## src/rtl/apb_bus_arbiter.sv

```systemverilog
// Two-requester round-robin arbiter in front of a single APB master port.
// Optional build macro APB_ARB_TIMEOUT_EN adds a WAIT-state timeout that forces an error completion.
module apb_bus_arbiter #(
    parameter int unsigned TIMEOUT_CYCLES = 16
) (
    input  logic        PCLK,
    input  logic        PRESET,

    input  logic        m0_transfer,
    input  logic        m0_write,
    input  logic [31:0] m0_addr,
    input  logic [31:0] m0_wdata,
    output logic [31:0] m0_rdata,
    output logic        m0_ready,
    output logic        m0_err,

    input  logic        m1_transfer,
    input  logic        m1_write,
    input  logic [31:0] m1_addr,
    input  logic [31:0] m1_wdata,
    output logic [31:0] m1_rdata,
    output logic        m1_ready,
    output logic        m1_err,

    output logic        s_transfer,
    output logic        s_write,
    output logic [31:0] s_addr,
    output logic [31:0] s_wdata,
    input  logic [31:0] s_rdata,
    input  logic        s_ready,

    output logic        owner
);

    typedef enum logic [1:0] {
        IDLE  = 2'd0,
        START = 2'd1,
        WAIT  = 2'd2
    } state_t;

    state_t      state_q;
    logic        s_transfer_q;
    logic        s_write_q;
    logic [31:0] s_addr_q;
    logic [31:0] s_wdata_q;
    logic        owner_q;
    logic        last_q;

    logic        grant_d;
    logic        done_ok;
    logic        timeout_hit;
    logic        complete;

    // On a tie the requester that was not served last wins.
    always_comb begin
        grant_d = 1'b0;
        if (m0_transfer && m1_transfer) begin
            grant_d = ~last_q;
        end else if (m1_transfer) begin
            grant_d = 1'b1;
        end
    end

    assign done_ok = (state_q == WAIT) && s_ready && !PRESET;

`ifdef APB_ARB_TIMEOUT_EN
    localparam int unsigned CNT_W = (TIMEOUT_CYCLES > 1) ? $clog2(TIMEOUT_CYCLES) : 1;
    localparam logic [CNT_W-1:0] CNT_MAX = CNT_W'(TIMEOUT_CYCLES - 1);

    logic [CNT_W-1:0] cnt_q;

    assign timeout_hit = (state_q == WAIT) && !s_ready && (cnt_q == CNT_MAX) && !PRESET;
    assign m0_err      = timeout_hit && !owner_q;
    assign m1_err      = timeout_hit &&  owner_q;
`else
    assign timeout_hit = 1'b0;
    assign m0_err      = 1'b0;
    assign m1_err      = 1'b0;
`endif

    assign complete = done_ok || timeout_hit;

    // NOTE: ready/rdata are combinational from s_ready/s_rdata so the requester sees completion in the same cycle.
    assign m0_ready = complete && !owner_q;
    assign m1_ready = complete &&  owner_q;
    assign m0_rdata = (done_ok && !owner_q) ? s_rdata : 32'h0;
    assign m1_rdata = (done_ok &&  owner_q) ? s_rdata : 32'h0;

    assign s_transfer = s_transfer_q;
    assign s_write    = s_write_q;
    assign s_addr     = s_addr_q;
    assign s_wdata    = s_wdata_q;
    assign owner      = owner_q;

    // NOTE: all state is written with non-blocking assignments so every register samples pre-edge values.
    always_ff @(posedge PCLK) begin
        if (PRESET) begin
            state_q      <= IDLE;
            s_transfer_q <= 1'b0;
            s_write_q    <= 1'b0;
            s_addr_q     <= 32'h0;
            s_wdata_q    <= 32'h0;
            owner_q      <= 1'b0;
            last_q       <= 1'b1;
`ifdef APB_ARB_TIMEOUT_EN
            cnt_q        <= '0;
`endif
        end else begin
            case (state_q)
                IDLE: begin
                    if (m0_transfer || m1_transfer) begin
                        owner_q      <= grant_d;
                        s_write_q    <= grant_d ? m1_write : m0_write;
                        s_addr_q     <= grant_d ? m1_addr  : m0_addr;
                        s_wdata_q    <= grant_d ? m1_wdata : m0_wdata;
                        s_transfer_q <= 1'b1;
                        state_q      <= START;
                    end
                end
                START: begin
                    s_transfer_q <= 1'b0;
`ifdef APB_ARB_TIMEOUT_EN
                    cnt_q        <= '0;
`endif
                    state_q      <= WAIT;
                end
                WAIT: begin
                    if (complete) begin
                        last_q  <= owner_q;
                        state_q <= IDLE;
                    end
`ifdef APB_ARB_TIMEOUT_EN
                    else begin
                        cnt_q <= cnt_q + CNT_W'(1);
                    end
`endif
                end
                default: begin
                    state_q      <= IDLE;
                    s_transfer_q <= 1'b0;
                end
            endcase
        end
    end

endmodule
```

## config.mk

```make
export PLATFORM = sky130hd
export DESIGN_NAME = apb_bus_arbiter
export DESIGN_NICKNAME = d
export VERILOG_FILES = /design/src/rtl/apb_bus_arbiter.sv
export SDC_FILE = /design/constraint.sdc
export NUM_CORES = 1
export LEC_CHECK = 0
export CAP_MARGIN = 20
export CORE_AREA = 2 2 117 119
export DETAILED_ROUTE_END_ITERATION = 8
export DIE_AREA = 0 0 119 121
export PLACE_DENSITY = 0.75
export SLEW_MARGIN = 40
export SYNTH_ARGS = -nofsm -noshare
export SYNTH_HDL_FRONTEND = slang
export SYNTH_SLANG_ARGS = --single-unit
```

## constraint.sdc

```tcl
create_clock -name PCLK -period 1.9 [get_ports PCLK]
set_input_delay 0.475 -clock PCLK [delete_from_list [all_inputs] [get_ports PCLK]]
set_output_delay 0.475 -clock PCLK [all_outputs]
set_load 0.005 [all_outputs]
```

Word level (Yosys, flattened, before mapping). Index checks and enable logic that the tools add are counted.

Bitwise operators: 2. Shifts and indexed selects: 0. $lt $le $gt $ge: 0. Reduce and logical (&&, ||, !) cells: 13. Multiplexer cells: 12. Multiply operators: 0. Add/subtract/negate cells: 0. Divide/modulo/power cells: 0. Equality and inequality tests: 4.

Operators by type and width (count): 32-bit 2-to-1 mux (4); 2-bit AND reduction (4); 2-bit case mux with 3 select lines (1); 1-bit logical AND (5); 1-bit 2-to-1 mux (4); 2-bit 2-to-1 mux (2); 2-bit inequality test, second input constant (2); 2-bit by 1-bit equality test with 1-bit output, second input constant (1); 2-bit equality test, second input constant (1); 1-bit zero test (2); 2-bit zero test (1); 1-bit inverter (2); 1-bit case mux with 2 select lines (1); 1-bit logical OR (1).

Word-level logic and storage cells: 38. Latch bits: 0. Bits in read-only memories: 0. Bits of input ports: 167. Output and inout port bits: 135. Memory bits (writable): 0. Memories: 0. Register bits: 70.

Depth between registers and ports, before layout.
Depth in word-level cells: 5. Depth in mapped cells: 6. Gate-level depth less buffers: 3.

Least setup slack after synthesis. No wires, ideal clock.

Path kind: input-to-output. Start: input PRESET. End: output m0_rdata[10]. Buffers on the path: 2. Data required time: 1.425 ns. Setup slack: 0.056 ns. Cell stages on the path: 5. Arrival time: 1.369 ns. Cells stage by stage: clkbuf_1 nor2_1 and4b_1 clkbuf_1 and2_1.

Word-level cells in the longest chain between the ends: 4.

Ends and longest elaborated chain: from (decl) (line 7) `input logic PRESET,`; 1-bit zero test (line 64) `assign done_ok = (state_q == WAIT) && s_ready && !PRESET;`; 1-bit logical AND (line 64); 1-bit logical AND (line 86) `assign m0_rdata = (done_ok && !owner_q) ? s_rdata : 32'h0;`; 32-bit 2-to-1 mux (line 86); to (decl) (line 13) `output logic [31:0] m0_rdata,`.

No other way between the ends.

Final worst setup path.
Start: register state_q[0]. End: output m0_rdata[17].

Word-level cells in the longest chain between the ends: 5.

Ends and longest elaborated chain: from (decl) (line 41) `state_t state_q;`; from (signal assigned) (line 98) `state_q <= IDLE;`; from (signal assigned) (line 117) `state_q <= START;`; from (signal assigned) (line 125) `state_q <= WAIT;`; 2-bit equality test (line 64); 1-bit logical AND (2 in a row) (line 64); 1-bit logical AND (line 86); 32-bit 2-to-1 mux (line 86).

No other way between the ends.

==> flow_metrics.py <==
metrics = {
    "outcome": {
        "status": "finished with violations",
        "violations": "setup timing",
    },
    "yosys": {
        "synth_ff_type": "dfxtp_1",
        "synth_edf_count": 0,
        "ys_top_cells_by_area": "dfxtp_1, mux2i_1, a211oi_2",
        "syn_area_um2": 3862,
        "synth_warnings": 0,
        "synthArstFlopShare": 0,
        "ys_seq_elements": 70,
        "yosys.area.top_type_share": 0.3628,
        "ys_types": 25,
        "ys_seq_area_frac": 0.3628,
        "synthCells": 393,
        "syn_area_per_cell_um2": 9.828,
        "yosys.area.top_type": "dfxtp_1",
    },
    "die": {
        "die_h_um": 121,
        "dieArea_um2": 14400,
        "rows": 42,
        "ios": 302,
        "start_util": 0.2952,
        "core-area_um2": 13090,
        "die_x_um": 119,
    },
    "sta": {
        "slew_viol_final": 0,
        "relSlewSlack": 0.5382,
        "period_share": 1.151,
        "tightest_slew_ns": 0.6928,
        "setup_viol": 63,
        "layout_setup_ws_ns": -0.2865,
        "finalHoldViolations": 0,
        "final.setup.tns_ns": -9.168,
        "fin_crit_ns": 2.186,
        "rsz0062_at_grt": "true",
        "fin_skew_ns": 0.007445,
        "fmax_mhz": 457.4,
    },
    "layout": {
        "finalNonFillerCells": 878,
        "fin_nets": 863,
        "final_area_um2": 7894,
        "syn_to_final_growth_pct": 104.4,
        "drive_above_1_share": 0.3238,
    },
    "grt": {
        "overflow": 0,
        "grt.total_usage": 0.2010,
        "busiest_layer": "met2",
        "met2_usage": 0.3854,
        "grt_pass1_wl_mm": 22.89,
        "grt_max_degree": 70,
        "use_met1": 0.2058,
        "grt_pass1_vias": 4349,
        "use_met3": 0.05122,
        "antenna_found_initial": 1,
    },
    "pwr": {
        "p_clk_frac": 0.353,
        "seqPwrFrac": 0.342,
        "internal_power_mw": 3.742,
        "switching_share": 0.2668,
        "leakagePower_nw": 3.105,
        "vdd_drop_max_mv": 0.4794,
        "p_switching_mw": 1.362,
        "powerDensity_nw_per_um2": 646.6,
        "power_frac_comb": 0.305,
    },
    "routing": {
        "first_pass_iters": 5,
        "drt-wirelength-per-cell_um": 17.62,
        "drcViolationCount": 0,
        "viasPerCell": 4.852,
        "ant_nets": 0,
        "vias": 4260,
        "drtIter0Drc": 116,
        "drt-total-wl_mm": 15.47,
    },
    "clock_tree": {
        "cts_inserted_buffers": 9,
        "path_clk_slew_ns": 0.05,
        "cts_sinks": 70,
        "clockRootBuffer": "clkbuf_16",
        "clk_latency_ns": 0.33,
        "htree_num_levels": 3,
        "hold_buffers": 0,
        "cts_tree": "yes",
        "max-clock-path-buffers": 2,
    },
    "setup_path": {
        "worst_path_max_delay_cell": "dfxtp_2",
        "crit_top_cell": "buf_12",
        "cp.arrival_ns": 1.71,
        "cp.required_ns": 1.42,
        "end_kind": "output pin",
        "cp_max_fo": 8,
        "cpPeakStageDelay_ns": 0.35,
        "crit_path_start_kind": "flip-flop",
        "cp_cell_sequence": "nor2_4 > buf_6 > and4b_2 > buf_12 > buf_12 > buf_16 > and2_1 > buf_2",
        "path_class": "reg2out",
    },
    "placement": {
        "dpl.hpwl_mm": 10.89,
        "gp_congestion": 0.8292,
        "place_inst": 840,
        "port_buffers": 299,
        "place_area_um2": 7034,
    },
    "job": {
        "maxCapViolations": 0,
    },
    "min_path": {
        "hold_class": "reg2reg",
    },
}
-- cell type report --
| class | count | area (um2) |
|---|---|---|
| Tap cell | 176 | 220.2 |
| Antenna cell | 1 | 2.502 |
| Timing Repair Buffer | 336 | 3578 |
| Multi-Input combinational cell | 278 | 2364 |
| Clock inverter | 7 | 97.59 |
| Fill cell | 1080 | 5191 |
| Sequential cell | 70 | 1403 |
| Inverter | 1 | 3.754 |
| Clock buffer | 9 | 225.2 |
-- state kept, by name (all words and copies together), names as in the netlist --
register,count
s_transfer,1
state_q,2
owner,1
last_q,1
s_wdata,32
s_write,1
s_addr,32
-- worst max-delay path: cells and delay by family, from the launching register on --
family,cells,cell delay [ns]
buf+inv,5,0.60
simple gates,3,0.43
flops,1,0.35
-- synthesized netlist by cell type, drive strengths merged, types with 3 or more instances --
library cell  instances
a211oi               65
a21oi                66
and2                 65
buf                  22
clkbuf               23
dfxtp                70
mux2i                67
nor2                  3
-- kinds of logic (layout without fill, tap and decap cells) --
| logic type | count (synthesis) | after routing | synth area share |
|---|---|---|---|
| mux | 67 | 67 | 0.1736 |
| simple gates | 74 | 74 | 0.1202 |
| buf+inv | 46 | 353 | 0.06867 |
| flops | 70 | 70 | 0.3628 |
| compound gates | 135 | 135 | 0.2737 |
| other cells | 1 | 3 | 0.0009709 |
-- power by group through the flow --
| stage | Sequential, mW | Clock (mW) | Combinational (mW) |
|---|---|---|---|
| after floorplan | 1.78 | 0 | 0.646 |
| after global placement | 1.76 | 0 | 1.50 |
| after detailed placement | 1.77 | 0 | 1.53 |
| after global routing | 1.77 | 1.91 | 1.66 |
| after CTS | 1.75 | 1.85 | 1.56 |
| final | 1.74 | 1.80 | 1.56 |
-- worst paths after layout --
| path | startpoint | slack [ns] | end | cells after the start |
|---|---|---|---|---|
| setup / recovery | state_q[0] | -0.29 | m0_rdata[17] | 8 |
| hold / removal | s_transfer | 0.49 | s_transfer | 1 |
| setup reg to reg | state_q[1] | 0.44 | s_addr[15] | 5 |
| hold reg to reg | s_transfer | 0.49 | s_transfer | 1 |
-- per-layer routing --
layer	vias up	wire (um)
met1	1993	5650
met5	-	0
met4	0	499
met3	33	975
li1	2039	-
met2	195	8345
-- layout by cell type (no fill, tap or decap), types with 3 or more instances in the layout --
master	Yosys	final
clkdlybuf4s50_1	0	231
buf_6	6	70
dfxtp_1	70	69
mux2i_1	67	67
a21oi_1	66	66
and2_4	1	59
a211oi_2	40	40
a211oi_1	25	25
buf_4	5	12
buf_12	0	12
clkbuf_16	0	10
and2_1	64	6
buf_2	11	6
buf_16	0	3
-- timing repair --
item | CTS | global route
endpoints found under the setup margin | 66 | 66
pin swaps | 35 | 15
resized for setup | 340 | 66
setup buffers | 14 | 6
gates cloned | 6 | 1
-- through the flow --
stage                 util  power (mW)  hold slack [ns]  setup WS, ns
floorplan                -       2.429           0.4645       0.05637
global placement    0.5373       3.262           0.4539       -0.6828
detailed placement  0.5376       3.301           0.4857       -0.7000
CTS                 0.5884       5.163           0.4981       -0.2958
global route        0.6033       5.343           0.5244       -0.3355
finish              0.6033       5.104           0.4869       -0.2865
Power figures use the tool's default switching activity.
